<file path="src/rtl/motor_drive_seq_if.sv">
// Command/status bundle between the command/register logic and the
// motor_drive_seq block that feeds the PWM stage.
// master: the command side. slave: the sequencer.
interface motor_drive_seq_if #(
    parameter int W = 15
);
    logic         enable;
    logic [W-1:0] target;
    logic         dir_cmd;
    logic         estop;
    logic         tach;
    logic [W-1:0] ratio;
    logic         brake;
    logic         coast;
    logic         dir;
    logic         busy;
    logic         fault;

    modport master (
        output enable, target, dir_cmd, estop, tach,
        input  ratio, brake, coast, dir, busy, fault
    );

    modport slave (
        input  enable, target, dir_cmd, estop, tach,
        output ratio, brake, coast, dir, busy, fault
    );
endinterface

</file>
<file path="src/rtl/motor_drive_seq.sv">
// motor_drive_seq: per-channel sequencer for the PWM ratio/brake/coast inputs.
// Slews the duty ratio toward the commanded target, performs direction
// reversal as decelerate / dead time / reverse / ramp, and holds the brake
// for a minimum time after an emergency stop.
// Optional stall detection is compiled in with MOTOR_DRIVE_SEQ_STALL_DETECT_EN;
// without it tach is ignored and fault stays 0.
module motor_drive_seq #(
    parameter int W            = 15,
    parameter int RAMP_DIV     = 1000,
    parameter int STEP         = 16,
    parameter int DEAD_CYCLES  = 5000,
    parameter int BRAKE_CYCLES = 50000,
    parameter int TACH_TIMEOUT = 1000000
) (
    input  logic clk,
    input  logic rst,
    motor_drive_seq_if.slave sif
);
    typedef enum logic [2:0] {IDLE, DRIVE, STOP, DEAD, BRAKE, FAULT} state_t;

    localparam int PW      = (RAMP_DIV > 1) ? $clog2(RAMP_DIV) : 1;
    localparam int CNT_MAX = (DEAD_CYCLES > BRAKE_CYCLES) ? DEAD_CYCLES : BRAKE_CYCLES;
    localparam int CW      = $clog2(CNT_MAX + 1);

    logic [PW-1:0] presc_reg;
    logic          tick;
    state_t        state_reg;
    logic [W-1:0]  ratio_reg;
    logic          brake_reg;
    logic          coast_reg;
    logic          dir_reg;
    logic          busy_reg;
    logic          fault_reg;
    logic [CW-1:0] cnt_reg;
    logic [W-1:0]  goal;
    logic [W-1:0]  ramp_val;
    logic          stall_hit;

    // One slew step from cur toward goal, clamped so it never passes the goal.
    function automatic logic [W-1:0] ramp_step(input logic [W-1:0] cur, input logic [W-1:0] g);
        logic [W:0] up;
        logic [W:0] lim;
        logic [W-1:0] res;
        up  = {1'b0, cur} + (W+1)'(STEP);
        lim = {1'b0, g} + (W+1)'(STEP);
        res = cur;
        if (cur < g) begin
            res = (up >= {1'b0, g}) ? g : up[W-1:0];
        end else if (cur > g) begin
            res = ({1'b0, cur} <= lim) ? g : (cur - W'(STEP));
        end
        return res;
    endfunction

    assign tick = (presc_reg == PW'(RAMP_DIV - 1));

    // Free-running ramp prescaler; only reset clears it, state changes do not.
    always_ff @(posedge clk or posedge rst) begin
        if (rst) begin
            presc_reg <= '0;
        end else if (tick) begin
            presc_reg <= '0;
        end else begin
            presc_reg <= presc_reg + 1'b1;
        end
    end

    // Goal is the live target while driving, zero while decelerating.
    always_comb begin
        goal     = (state_reg == DRIVE) ? sif.target : '0;
        ramp_val = ramp_step(ratio_reg, goal);
    end

`ifdef MOTOR_DRIVE_SEQ_STALL_DETECT_EN
    localparam int SW = $clog2(TACH_TIMEOUT + 1);

    logic [2:0]    tach_sync_reg;
    logic [SW-1:0] stall_cnt_reg;
    logic          tach_rise;
    logic          stall_run;

    assign tach_rise = tach_sync_reg[1] & ~tach_sync_reg[2];
    assign stall_run = (state_reg == DRIVE) && (ratio_reg != '0);
    assign stall_hit = stall_run && !tach_rise && (stall_cnt_reg == SW'(TACH_TIMEOUT - 1));

    // Two-flop synchronizer for tach plus one stage for edge detection.
    always_ff @(posedge clk or posedge rst) begin
        if (rst) begin
            tach_sync_reg <= '0;
        end else begin
            tach_sync_reg <= {tach_sync_reg[1:0], sif.tach};
        end
    end

    // Cycles since the last tach edge while the motor should be turning.
    always_ff @(posedge clk or posedge rst) begin
        if (rst) begin
            stall_cnt_reg <= '0;
        end else if (stall_run && !tach_rise) begin
            stall_cnt_reg <= stall_cnt_reg + 1'b1;
        end else begin
            stall_cnt_reg <= '0;
        end
    end
`else
    logic unused_tach;
    assign unused_tach = sif.tach | (TACH_TIMEOUT < 1);
    assign stall_hit   = 1'b0;
`endif

    // Main sequencer; every output is registered alongside the state.
    always_ff @(posedge clk or posedge rst) begin
        if (rst) begin
            state_reg <= IDLE;
            ratio_reg <= '0;
            brake_reg <= 1'b0;
            coast_reg <= 1'b1;
            dir_reg   <= 1'b0;
            busy_reg  <= 1'b0;
            fault_reg <= 1'b0;
            cnt_reg   <= '0;
        end else if (sif.estop && state_reg != FAULT) begin
            // Emergency stop: brake immediately; hold time counts from entry.
            state_reg <= BRAKE;
            ratio_reg <= '0;
            brake_reg <= 1'b1;
            coast_reg <= 1'b0;
            busy_reg  <= 1'b1;
            if (state_reg != BRAKE) begin
                cnt_reg <= '0;
            end else if (cnt_reg < CW'(BRAKE_CYCLES - 1)) begin
                cnt_reg <= cnt_reg + 1'b1;
            end
        end else begin
            case (state_reg)
                IDLE: begin
                    if (sif.enable) begin
                        state_reg <= DRIVE;
                        dir_reg   <= sif.dir_cmd;
                        coast_reg <= 1'b0;
                        busy_reg  <= 1'b1;
                    end
                end
                DRIVE: begin
                    if (stall_hit) begin
                        state_reg <= FAULT;
                        ratio_reg <= '0;
                        coast_reg <= 1'b1;
                        fault_reg <= 1'b1;
                    end else begin
                        if (tick) ratio_reg <= ramp_val;
                        if (!sif.enable || sif.dir_cmd != dir_reg) state_reg <= STOP;
                    end
                end
                STOP: begin
                    if (ratio_reg == '0) begin
                        state_reg <= DEAD;
                        coast_reg <= 1'b1;
                        cnt_reg   <= '0;
                    end else if (tick) begin
                        ratio_reg <= ramp_val;
                    end
                end
                DEAD: begin
                    if (cnt_reg >= CW'(DEAD_CYCLES - 1)) begin
                        cnt_reg <= '0;
                        if (sif.enable) begin
                            state_reg <= DRIVE;
                            dir_reg   <= sif.dir_cmd;
                            coast_reg <= 1'b0;
                        end else begin
                            state_reg <= IDLE;
                            busy_reg  <= 1'b0;
                        end
                    end else begin
                        cnt_reg <= cnt_reg + 1'b1;
                    end
                end
                BRAKE: begin
                    if (cnt_reg >= CW'(BRAKE_CYCLES - 1)) begin
                        state_reg <= DEAD;
                        brake_reg <= 1'b0;
                        coast_reg <= 1'b1;
                        cnt_reg   <= '0;
                    end else begin
                        cnt_reg <= cnt_reg + 1'b1;
                    end
                end
                FAULT: begin
                    if (!sif.enable) begin
                        state_reg <= IDLE;
                        fault_reg <= 1'b0;
                        busy_reg  <= 1'b0;
                    end
                end
                default: begin
                    state_reg <= IDLE;
                    ratio_reg <= '0;
                    brake_reg <= 1'b0;
                    coast_reg <= 1'b1;
                    busy_reg  <= 1'b0;
                end
            endcase
        end
    end

    assign sif.ratio = ratio_reg;
    assign sif.brake = brake_reg;
    assign sif.coast = coast_reg;
    assign sif.dir   = dir_reg;
    assign sif.busy  = busy_reg;
    assign sif.fault = fault_reg;
endmodule

</file>
<file path="src/flat_wrapper.sv">
// flat-port wrapper written by rule: the top's interface ports become plain ports
module motor_drive_seq_flat 
#(
    parameter int W            = 15,
    parameter int RAMP_DIV     = 1000,
    parameter int STEP         = 16,
    parameter int DEAD_CYCLES  = 5000,
    parameter int BRAKE_CYCLES = 50000,
    parameter int TACH_TIMEOUT = 1000000
)
  (clk, rst, sif_enable, sif_target, sif_dir_cmd, sif_estop, sif_tach, sif_ratio, sif_brake, sif_coast, sif_dir, sif_busy, sif_fault);
  motor_drive_seq_if #(.W(W)) sif_i ();
  input  logic clk;
  input  logic rst;
  input wire logic [$bits(sif_i.enable)-1:0] sif_enable;
  input wire logic [$bits(sif_i.target)-1:0] sif_target;
  input wire logic [$bits(sif_i.dir_cmd)-1:0] sif_dir_cmd;
  input wire logic [$bits(sif_i.estop)-1:0] sif_estop;
  input wire logic [$bits(sif_i.tach)-1:0] sif_tach;
  output wire logic [$bits(sif_i.ratio)-1:0] sif_ratio;
  output wire logic [$bits(sif_i.brake)-1:0] sif_brake;
  output wire logic [$bits(sif_i.coast)-1:0] sif_coast;
  output wire logic [$bits(sif_i.dir)-1:0] sif_dir;
  output wire logic [$bits(sif_i.busy)-1:0] sif_busy;
  output wire logic [$bits(sif_i.fault)-1:0] sif_fault;
  assign sif_i.enable = sif_enable;
  assign sif_i.target = sif_target;
  assign sif_i.dir_cmd = sif_dir_cmd;
  assign sif_i.estop = sif_estop;
  assign sif_i.tach = sif_tach;
  assign sif_ratio = sif_i.ratio;
  assign sif_brake = sif_i.brake;
  assign sif_coast = sif_i.coast;
  assign sif_dir = sif_i.dir;
  assign sif_busy = sif_i.busy;
  assign sif_fault = sif_i.fault;
  motor_drive_seq #(.W(W), .RAMP_DIV(RAMP_DIV), .STEP(STEP), .DEAD_CYCLES(DEAD_CYCLES), .BRAKE_CYCLES(BRAKE_CYCLES), .TACH_TIMEOUT(TACH_TIMEOUT)) u_core (.clk(clk), .rst(rst), .sif(sif_i));
endmodule
</file>
<file path="config.mk">
export PLATFORM = sky130hd
export DESIGN_NAME = motor_drive_seq_flat
export DESIGN_NICKNAME = d
export VERILOG_FILES = /design/src/rtl/motor_drive_seq_if.sv /design/src/rtl/motor_drive_seq.sv /design/src/flat_wrapper.sv
export SDC_FILE = /design/constraint.sdc
export NUM_CORES = 1
export LEC_CHECK = 0
export BUFFER_PORTS_ARGS = -buffer_cell sky130_fd_sc_hd__buf_2
export CAP_MARGIN = 20
export CORE_ASPECT_RATIO = 0.8
export CORE_MARGIN = 2
export CORE_UTILIZATION = 55
export CTS_CLUSTER_DIAMETER = 150
export DETAILED_ROUTE_END_ITERATION = 10
export PLACE_DENSITY_LB_ADDON = 0.15
export SLEW_MARGIN = 20
export SYNTH_ARGS = -nofsm -noshare
export SYNTH_HDL_FRONTEND = slang
export SYNTH_SLANG_ARGS = --single-unit
</file>
<file path="constraint.sdc">
create_clock -name clk -period 5 [get_ports clk]
set_input_delay 1.25 -clock clk [delete_from_list [all_inputs] [get_ports clk]]
set_output_delay 1.25 -clock clk [all_outputs]
set_load 0.01 [all_outputs]
</file>
# Word-level counts from Yosys, hierarchy flattened
# Cells that the tools add are included.
# totals
ff_bits	48
latch_bits	0
mem_bits_rw	0
mem_bits_ro	0
input_bits	21
out_inout_bits	20
elab_cells	104
n_memories	0
# op_classes
addsub	5
mul	0
div	0
order_cmp	7
n_eq_ne	22
shift	0
muxes	43
n_bitwise	1
reduce_logical	18
# ops
operator	n
15-bit two-way mux	8
16-bit two-way mux	6
16-bit one-hot mux with 3 select lines	1
15-bit one-hot mux with 3 select lines	1
15-bit by 5-bit adder with 16-bit output, second input constant	2
3-bit two-way mux	7
3-bit one-hot mux with 6 select lines	1
16-bit by 1-bit adder with 16-bit output, second input constant	1
16-bit by 13-bit >= comparator with 1-bit output, second input constant	1
16-bit by 15-bit >= comparator with 1-bit output	1
16-bit >= comparator, second input constant	1
15-bit by 16-bit less-or-equal comparator with 1-bit output	1
16-bit less-than comparator, second input constant	1
15-bit > comparator	1
15-bit zero test	1
15-bit less-than comparator	1
15-bit by 5-bit subtractor with 15-bit output, second input constant	1
1-bit two-way mux	14
3-bit inequality test, second input constant	4
10-bit by 1-bit adder with 10-bit output, second input constant	1
10-bit == test, second input constant	1
10-bit two-way mux	1
2-bit by 1-bit inequality test with 1-bit output, second input constant	5
3-bit by 1-bit inequality test with 1-bit output, second input constant	3
other kinds (23)	31

# Depth between registers and ports, before layout
# Gate-level depths: netlist (run 1).
# logic_depth
depth_word	11
mapped_depth	18
depth_no_buf	15

# Worst setup path before layout (run 1)
# OpenSTA, ideal clock, no wires.
# synth_timing
path_type	input to register
startpoint	in sif_target[5]
endpoint	reg u_core.ratio_reg[11] (netlist: u_core.sif.ratio[11])
setup_time_ns	0.131
arrival_time_ns	3.973
t_required_ns	4.869
slack_ns	0.896
path_stages	15
path_buffers	1
path_cell_list	clkbuf_1 > nand4_1 > nor2_1 > nand4_1 > xnor2_1 > nand2_1 > ha_1 > a21o_1 > a21oi_1 > or3b_1 > o31a_1 > nand2_2 > nor2_1 > a221oi_1 > o22ai_1
# synth_between
elab_chain_len	10
word_cells_on_any_way	14
cone_classes	add/sub: 1; order compare: 4; mux: 9
# synth_lines
item	line	source
from (decl)	flat_wrapper.sv:16	input wire logic [$bits(sif_i.target)-1:0] sif_target;
15-bit two-way mux (*)	motor_drive_seq.sv:70	goal = (state_reg == DRIVE) ? sif.target : '0;
15-bit by 5-bit adder with 16-bit output	motor_drive_seq.sv:45	lim = {1'b0, g} + (W+1)'(STEP);
15-bit by 16-bit less-or-equal comparator with 1-bit output	motor_drive_seq.sv:50	res = ({1'b0, cur} <= lim) ? g : (cur - W'(STEP));
15-bit two-way mux	motor_drive_seq.sv:50	
15-bit two-way mux	motor_drive_seq.sv:49	end else if (cur > g) begin
15-bit two-way mux (*)	motor_drive_seq.sv:47	if (cur < g) begin
15-bit two-way mux (*)	motor_drive_seq.sv:151, motor_drive_seq.sv:160	
15-bit two-way mux	motor_drive_seq.sv:156	if (ratio_reg == '0) begin
15-bit one-hot mux with 3 select lines (*)	motor_drive_seq.sv:135	case (state_reg)
15-bit two-way mux (*)	motor_drive_seq.sv:122	end else if (sif.estop && state_reg != FAULT) begin
to (signal assigned)	motor_drive_seq.sv:151	if (tick) ratio_reg <= ramp_val;
to (signal assigned)	motor_drive_seq.sv:161	ratio_reg <= ramp_val;
to (decl)	motor_drive_seq.sv:28	logic [W-1:0] ratio_reg;
# Mark *: on every way between the ends. The rest lies on a longest branch, timed or not. The select of a mux whose other input is x is not followed.
# A chain may end at the register's enable or synchronous reset.

# Worst setup path in the final report (run 1)
# Ends and elaborated chain as after synthesis.

==> metrics.md, run 1 <==
| Metric | Value |
|---|---|
| Status | complete, no violations |
| Antenna violations before repair | 0 |
| Clock tree root buffer cell | clkbuf_8 |
| Worst hold start | u_core.sif.coast$_DFFE_PP1P_ |
| Vias | 4204 |
| Initial Util | 56.06% |
| # DRC | 0 |
| Slew headroom | 44.60% |
| Port Buf Inserts | 38 |
| Crit end category | flip-flop |
| Clock tree sinks | 48 |
| PD cells | 676.3 nW/um2 |
| Required @ worst endpoint | 5190 ps |
| Clock transition at the registers of the reported paths | 100 ps |
| CP startpoint kind | input pin |
| Worst R2R Start | u_core.state_reg[2]$_DFFE_PP0P_ |
| Largest register FFs | 16 |
| Endpoints failing hold | 0 |
| Maximum vdd drop | 0.3250 mV |
| IO Pins | 41 |
| Antenna-violating nets left | 0 |
| Critical path launch point | sif_target[5] |
| Leakage power | 2.073 nW |
| Final setup violation count | 0 |
| Slew @ Worst Pin | 830.0 ps |
| Gr usage total | 26.20% |
| Nets | 639 |
| Avg WL per Cell | 16.55 um |
| Chip height | 84.13 um |
| Total Neg Setup Slack | 0 ps |
| Period utilization | 84.87% |
| WS Path Type | in2reg |
| Ant diodes | 0 |
| CP arrival | 4430 ps |
| Fmax | 0.2357 GHz |
| Synth Flop Type | dfrtp_1 |
| YS warnings | 0 |
| Post-CTS Setup Bufs | 0 |
| Max Slew Vio Count | 0 |
| Core region area | 7874 um2 |
| TritonRoute pass-1 iters | 5 |
| Max Root-Sink Buffers | 2 |
| PnR Total Power | 0.003221 W |
| Clock Latency Late Sink | 310 ps |
| Worst Skew | 13.81 ps |
| CTS buffer count | 5 |
| Layout cell share with drive strength beyond 1 | 12.13% |
| Synth Area per Inst | 7.954 um2 |
| Largest net degree at the start of global routing | 49 |
| Cell count after synthesis | 555 |
| Total Wirelength | 11340 um |
| Die area | 8763 um2 |
| Initial DRC count | 314 |
| Hpwl dp | 8437 um |
| Vias in the first global route | 3749 |
| Final Wtd Congestion | 0.9220 |
| Fin crit period | 4243 ps |
| DR vias/cell | 6.137 |
| Area Growth Syn to Fin | 7.908% |
| Filler instances | 732 |
| Unrepaired setup endpoints after global routing | no |
| Syn_nets | 618 |
| Worst Path Max Fanout | 9 |
| Post-synth ARST share | 100.0% |
| Die Span X | 104.2 um |
| TritonCTS clock tree | built |
| Post_cts resized | 0 |
| H-tree depth | 2 |
| Max-Cap Viols | 0 |
| Hold buffer count at CTS | 0 |
| Register area share after synthesis | 27.24% |
| Synth Cell Area | 4414 um2 |
| EDFF count, synth | 0 |
| Yosys cell types | 67 |
| HP Class | reg2reg |
| Grt ovf | 0 |
| Row count | 29 |
| #FFs+latches synth | 48 |
| First-pass GRT wire length | 19030 um |
## layout make-up
type	instances	area [um2]	share of cell area (%)
multi-input cells	459	3003	63.04
repair buffers	45	242.7	5.096
clock inverters	3	46.29	0.9719
flip-flops and latches	48	1202	25.24
clock buffers	5	68.82	1.445
inverters	17	65.06	1.366
well taps	108	135.1	2.837
## worst max-delay path: stages
cell      delay [ps]
buf_2            150
nand4_1          170
nor2_1           300
nand4_1          160
xnor2_1          150
nand2_1           70
ha_1             180
a21o_1           150
a21oi_1          190
or3b_1           380
o31a_1           390
nand2_2          270
nor2_1           160
a221oi_1         330
o22ai_1          140
## where the power goes
part	internal [W]	switching (W)
Clock	0.000151	0.000147
Sequential	0.000461	0.000140
Combinational	0.000908	0.00141
## routing by layer
| metal | track usage, % | part of all wire, % | vias up | wire (um) |
|---|---|---|---|---|
| met3 | 3.494 | 6.0 | 9 | 676 |
| met2 | 38.88 | 44 | 142 | 4968 |
| li1 | - | - | 2058 | - |
| met5 | 0 | 0 | - | 0 |
| met1 | 40.96 | 49 | 1995 | 5599 |
| met4 | 4.545 | 0.83 | 0 | 94 |
## metrics by stage
step	cells	util (%)	hold WS [ps]	area [um2]	worst slack [ps]
finish	685	60.50	482.3	4763	756.6
global route	685	60.50	502.3	4763	561.4
CTS	685	60.48	482.8	4762	795.7
detailed placement	677	59.02	468.3	4647	513.9
global placement	677	59.02	468.0	4647	646.6
floorplan	555	-	447.9	4414	896.3
## logic make-up (layout without fill, tap and decap cells)
logic type | count (synthesis) | in the layout | synth area share, %
AO/OA/AOI/OAI | 152 | 152 | 22.19
AND/OR/NAND/NOR | 219 | 219 | 24.46
adder cells (fa/ha/maj) | 42 | 42 | 11.90
buffers and inverters | 48 | 70 | 4.847
other | 1 | 1 | 0.08495
multiplexers | 10 | 10 | 2.324
flip-flops | 48 | 48 | 27.24
XOR/XNOR | 35 | 35 | 6.944
## cells in the mapped netlist (all sizes together) (3+ instances only)
master	number	area share, %
o211ai	5	0.96
nand2b	10	1.4
o21ai	46	5.2
nand2	66	5.7
xor2	13	2.6
dfrtp	47	27
nand4	20	2.8
and3	7	0.99
mux2i	8	1.8
o31ai	13	2.5
a221oi	3	0.60
a211oi	4	0.68
nor2b	4	0.57
a31oi	12	1.8
a21o	5	0.85
inv	17	1.4
or3	6	0.85
nor4	7	0.99
nor2	43	3.7
ha	42	12
nand3	30	3.4
clkbuf	17	1.5
and2	5	0.71
a21oi	46	5.6
a21boi	3	0.51
xnor2	22	4.4
buf	14	1.9
nor3	10	1.2
## worst paths after layout
check                                                        end  slack (ps)  cells after the start
worst max-delay path            u_core.sif.ratio[11]$_DFFE_PP0P_         760                     15
worst min-delay path                u_core.sif.coast$_DFFE_PP1P_         480                      2
worst max register to register  u_core.sif.ratio[11]$_DFFE_PP0P_         910                     15
worst min register to register      u_core.sif.coast$_DFFE_PP1P_         480                      2
max in group asynchronous          u_core.presc_reg[2]$_DFF_PP0_        3430                      2
min in group asynchronous        u_core.state_reg[2]$_DFFE_PP0P_        1060                      2
## placed cells by master, fill, tap and decap left out, types with 5 or more instances in the layout
| master | instances |
|---|---|
| buf_4 | 7 |
| and2_1 | 5 |
| buf_2 | 38 |
| nand4_1 | 20 |
| nor2_1 | 42 |
| nand3_1 | 30 |
| xnor2_1 | 22 |
| ha_1 | 42 |
| a21oi_1 | 44 |
| nor3_1 | 9 |
| mux2i_1 | 8 |
| a31oi_1 | 11 |
| a21o_1 | 5 |
| dfrtp_1 | 47 |
| nand2b_1 | 10 |
| nand2_1 | 65 |
| clkbuf_8 | 5 |
| o21ai_0 | 45 |
| xor2_1 | 13 |
| inv_1 | 16 |
| and3_1 | 7 |
| o31ai_1 | 12 |
| nor4_1 | 7 |
| or3_1 | 6 |
No activity file was read; power rests on OpenSTA's default activity.
==> inputs of run 2 (changes only) <==
==> constraint.sdc (replaced) <==
create_clock -name clk -period 3.4 [get_ports clk]
set_input_delay 0.85 -clock clk [delete_from_list [all_inputs] [get_ports clk]]
set_output_delay 0.85 -clock clk [all_outputs]
set_load 0.01 [all_outputs]
==> metrics.md, run 2 (synthesis results as in run 1) <==
| Metric | Value |
|---|---|
| Chip height | 84.13 um |
| Antenna-violating nets left | 0 |
| Final core utilization | 68.95% |
| Vias | 4562 |
| Max Root-Sink Buffers | 2 |
| Clock tree sinks | 48 |
| R2R Setup Slk | -60 ps |
| Worst path cell trace | buf_6 > nand4_1 > nor2_2 > nand2_1 > xnor2_1 > ha_1 > a21o_1 > a21oi_2 > or3b_1 > o31a_1 > nand2_4 > buf_12 > mux2i_1 > a21oi_1 > a21oi_1 |
| Status | finished with violations |
| Worst R2R Start | u_core.state_reg[2]$_DFFE_PP0P_ |
| Failing checks | negative setup slack |
| Worst Skew | 14.24 ps |
| Crit end category | flip-flop |
| Final hold slack | 485.0 ps |
| Worst reg2reg path depth | 15 |
| Die Span X | 104.2 um |
| Avg WL per Cell | 17.10 um |
| Period utilization | 102.7% |
| Gr usage total | 28.73% |
| Layout cell share with drive strength beyond 1 | 25.27% |
| Setup crit end | u_core.sif.ratio[6]$_DFFE_PP0P_ |
| Core region area | 7874 um2 |
| Crit-path leading delay family | simple AND/OR/NAND/NOR gates |
| Hpwl dp | 9351 um |
| Placed cell area | 5010 um2 |
| Hold buffer count at CTS | 0 |
| Nets | 699 |
| Required @ worst endpoint | 3630 ps |
| DR vias/cell | 6.123 |
| CTS buffer count | 5 |
| Final worst setup slack | -91.12 ps |
| CP startpoint kind | input pin |
| HP Class | reg2reg |
| Clock tree root buffer cell | clkbuf_8 |
| Commonest non-fill, non-tap cell in the layout | nand2_1 |
| Final Wtd Congestion | 0.9813 |
| Ant diodes | 0 |
| Total Wirelength | 12740 um |
| Clock transition at the registers of the reported paths | 110 ps |
| Largest net degree at the start of global routing | 49 |
| Worst path bufs/invs | 2 |
| Endpoints failing hold | 0 |
| PnR Total Power | 0.005817 W |
| Dpl ws | -439.4 ps |
| Unrepaired setup endpoints after global routing | yes |
| Worst Path Max Fanout | 5 |
| Max-Cap Viols | 0 |
| H-tree depth | 2 |
| TritonRoute pass-1 iters | 6 |
| Slew headroom | 44.23% |
| Max Slew Vio Count | 0 |
| Maximum vdd drop | 0.5070 mV |
| Initial DRC count | 475 |
| Leakage power | 2.404 nW |
| Fin crit period | 3491 ps |
| First-pass GRT wire length | 20710 um |
| WS Path Type | in2reg |
| Antenna violations before repair | 0 |
| Grt ovf | 0 |
| Largest register FFs | 16 |
| Clock Latency Late Sink | 310 ps |
| Worst r2r dst | u_core.sif.ratio[1]$_DFFE_PP0P_ |
| Commonest non-fill, non-tap cells in the layout | nand2_1 (64), buf_4 (62), dfrtp_1 (47) |
| Most frequent CP cell | a21oi_1 |
| Stages on the worst setup path | 15 |
| Vias in the first global route | 4120 |
| Fmax | 0.2864 GHz |
| # DRC | 0 |
| Slowest-stage cell, CP | o31a_1 |
| Finished Cell Area | 5429 um2 |
| Slew @ Worst Pin | 835.6 ps |
| Crit-path max cell delay | 410 ps |
| Die area | 8763 um2 |
| Final setup violation count | 15 |
| CP arrival | 3720 ps |
| TritonCTS clock tree | built |
| Initial Util | 56.06% |
| Critical path launch point | sif_target[8] |
| Area Growth Syn to Fin | 22.99% |
| PD cells | 1071 nW/um2 |
| Row count | 29 |
| Port Buf Inserts | 38 |
| IO Pins | 41 |
## run 2: worst min path at each step
stage / startpoint / to / slack, ps / cells past startpoint
6_report: u_core.presc_reg[0]$_DFF_PP0_ / u_core.presc_reg[0]$_DFF_PP0_ / 480 / 1
5_1_grt: u_core.presc_reg[0]$_DFF_PP0_ / u_core.presc_reg[0]$_DFF_PP0_ / 510 / 1
4_1_cts: u_core.presc_reg[0]$_DFF_PP0_ / u_core.presc_reg[0]$_DFF_PP0_ / 490 / 1
3_5_place_dp: u_core.presc_reg[0]$_DFF_PP0_ / u_core.presc_reg[0]$_DFF_PP0_ / 470 / 1
3_3_place_gp: u_core.presc_reg[0]$_DFF_PP0_ / u_core.presc_reg[0]$_DFF_PP0_ / 460 / 1
2_1_floorplan: u_core.presc_reg[0]$_DFF_PP0_ / u_core.presc_reg[0]$_DFF_PP0_ / 450 / 1
## run 2: per-layer routing
layer | GRT usage (%) | wire, um
met4 | 5.283 | 131
met2 | 43.24 | 5622
met3 | 3.183 | 938
met5 | 0 | 0
met1 | 44.82 | 6047
## run 2: final cells by class
type | instances | area, um2
clock buffers | 5 | 68.82
flip-flops and latches | 48 | 1202
inverters | 17 | 65.06
repair buffers | 105 | 745.7
well taps | 108 | 135.1
clock inverters | 3 | 26.28
multi-input cells | 459 | 3186
fillers | 618 | 2445
## run 2: per-stage QoR
stage	TNS, ps	std cells
detailed placement	-5106	724
global placement	-4772	724
global route	-2631	745
finish	-815.9	745
CTS	-156.8	740
floorplan	0	555
## run 2: repair_timing
action,4_1_cts,5_1_grt
pin swaps,24,26
resized for setup,18,25
setup buffers,8,6
cloned,0,0
endpoints found under the setup margin,15,15
endpoints found under the hold margin,0,0
## run 2: power breakdown
part / total (W) / internal, W / switching, W
sequential: 0.000804 / 0.000680 / 0.000125
combinational: 0.00465 / 0.00207 / 0.00258
clock: 0.000367 / 0.000152 / 0.000215
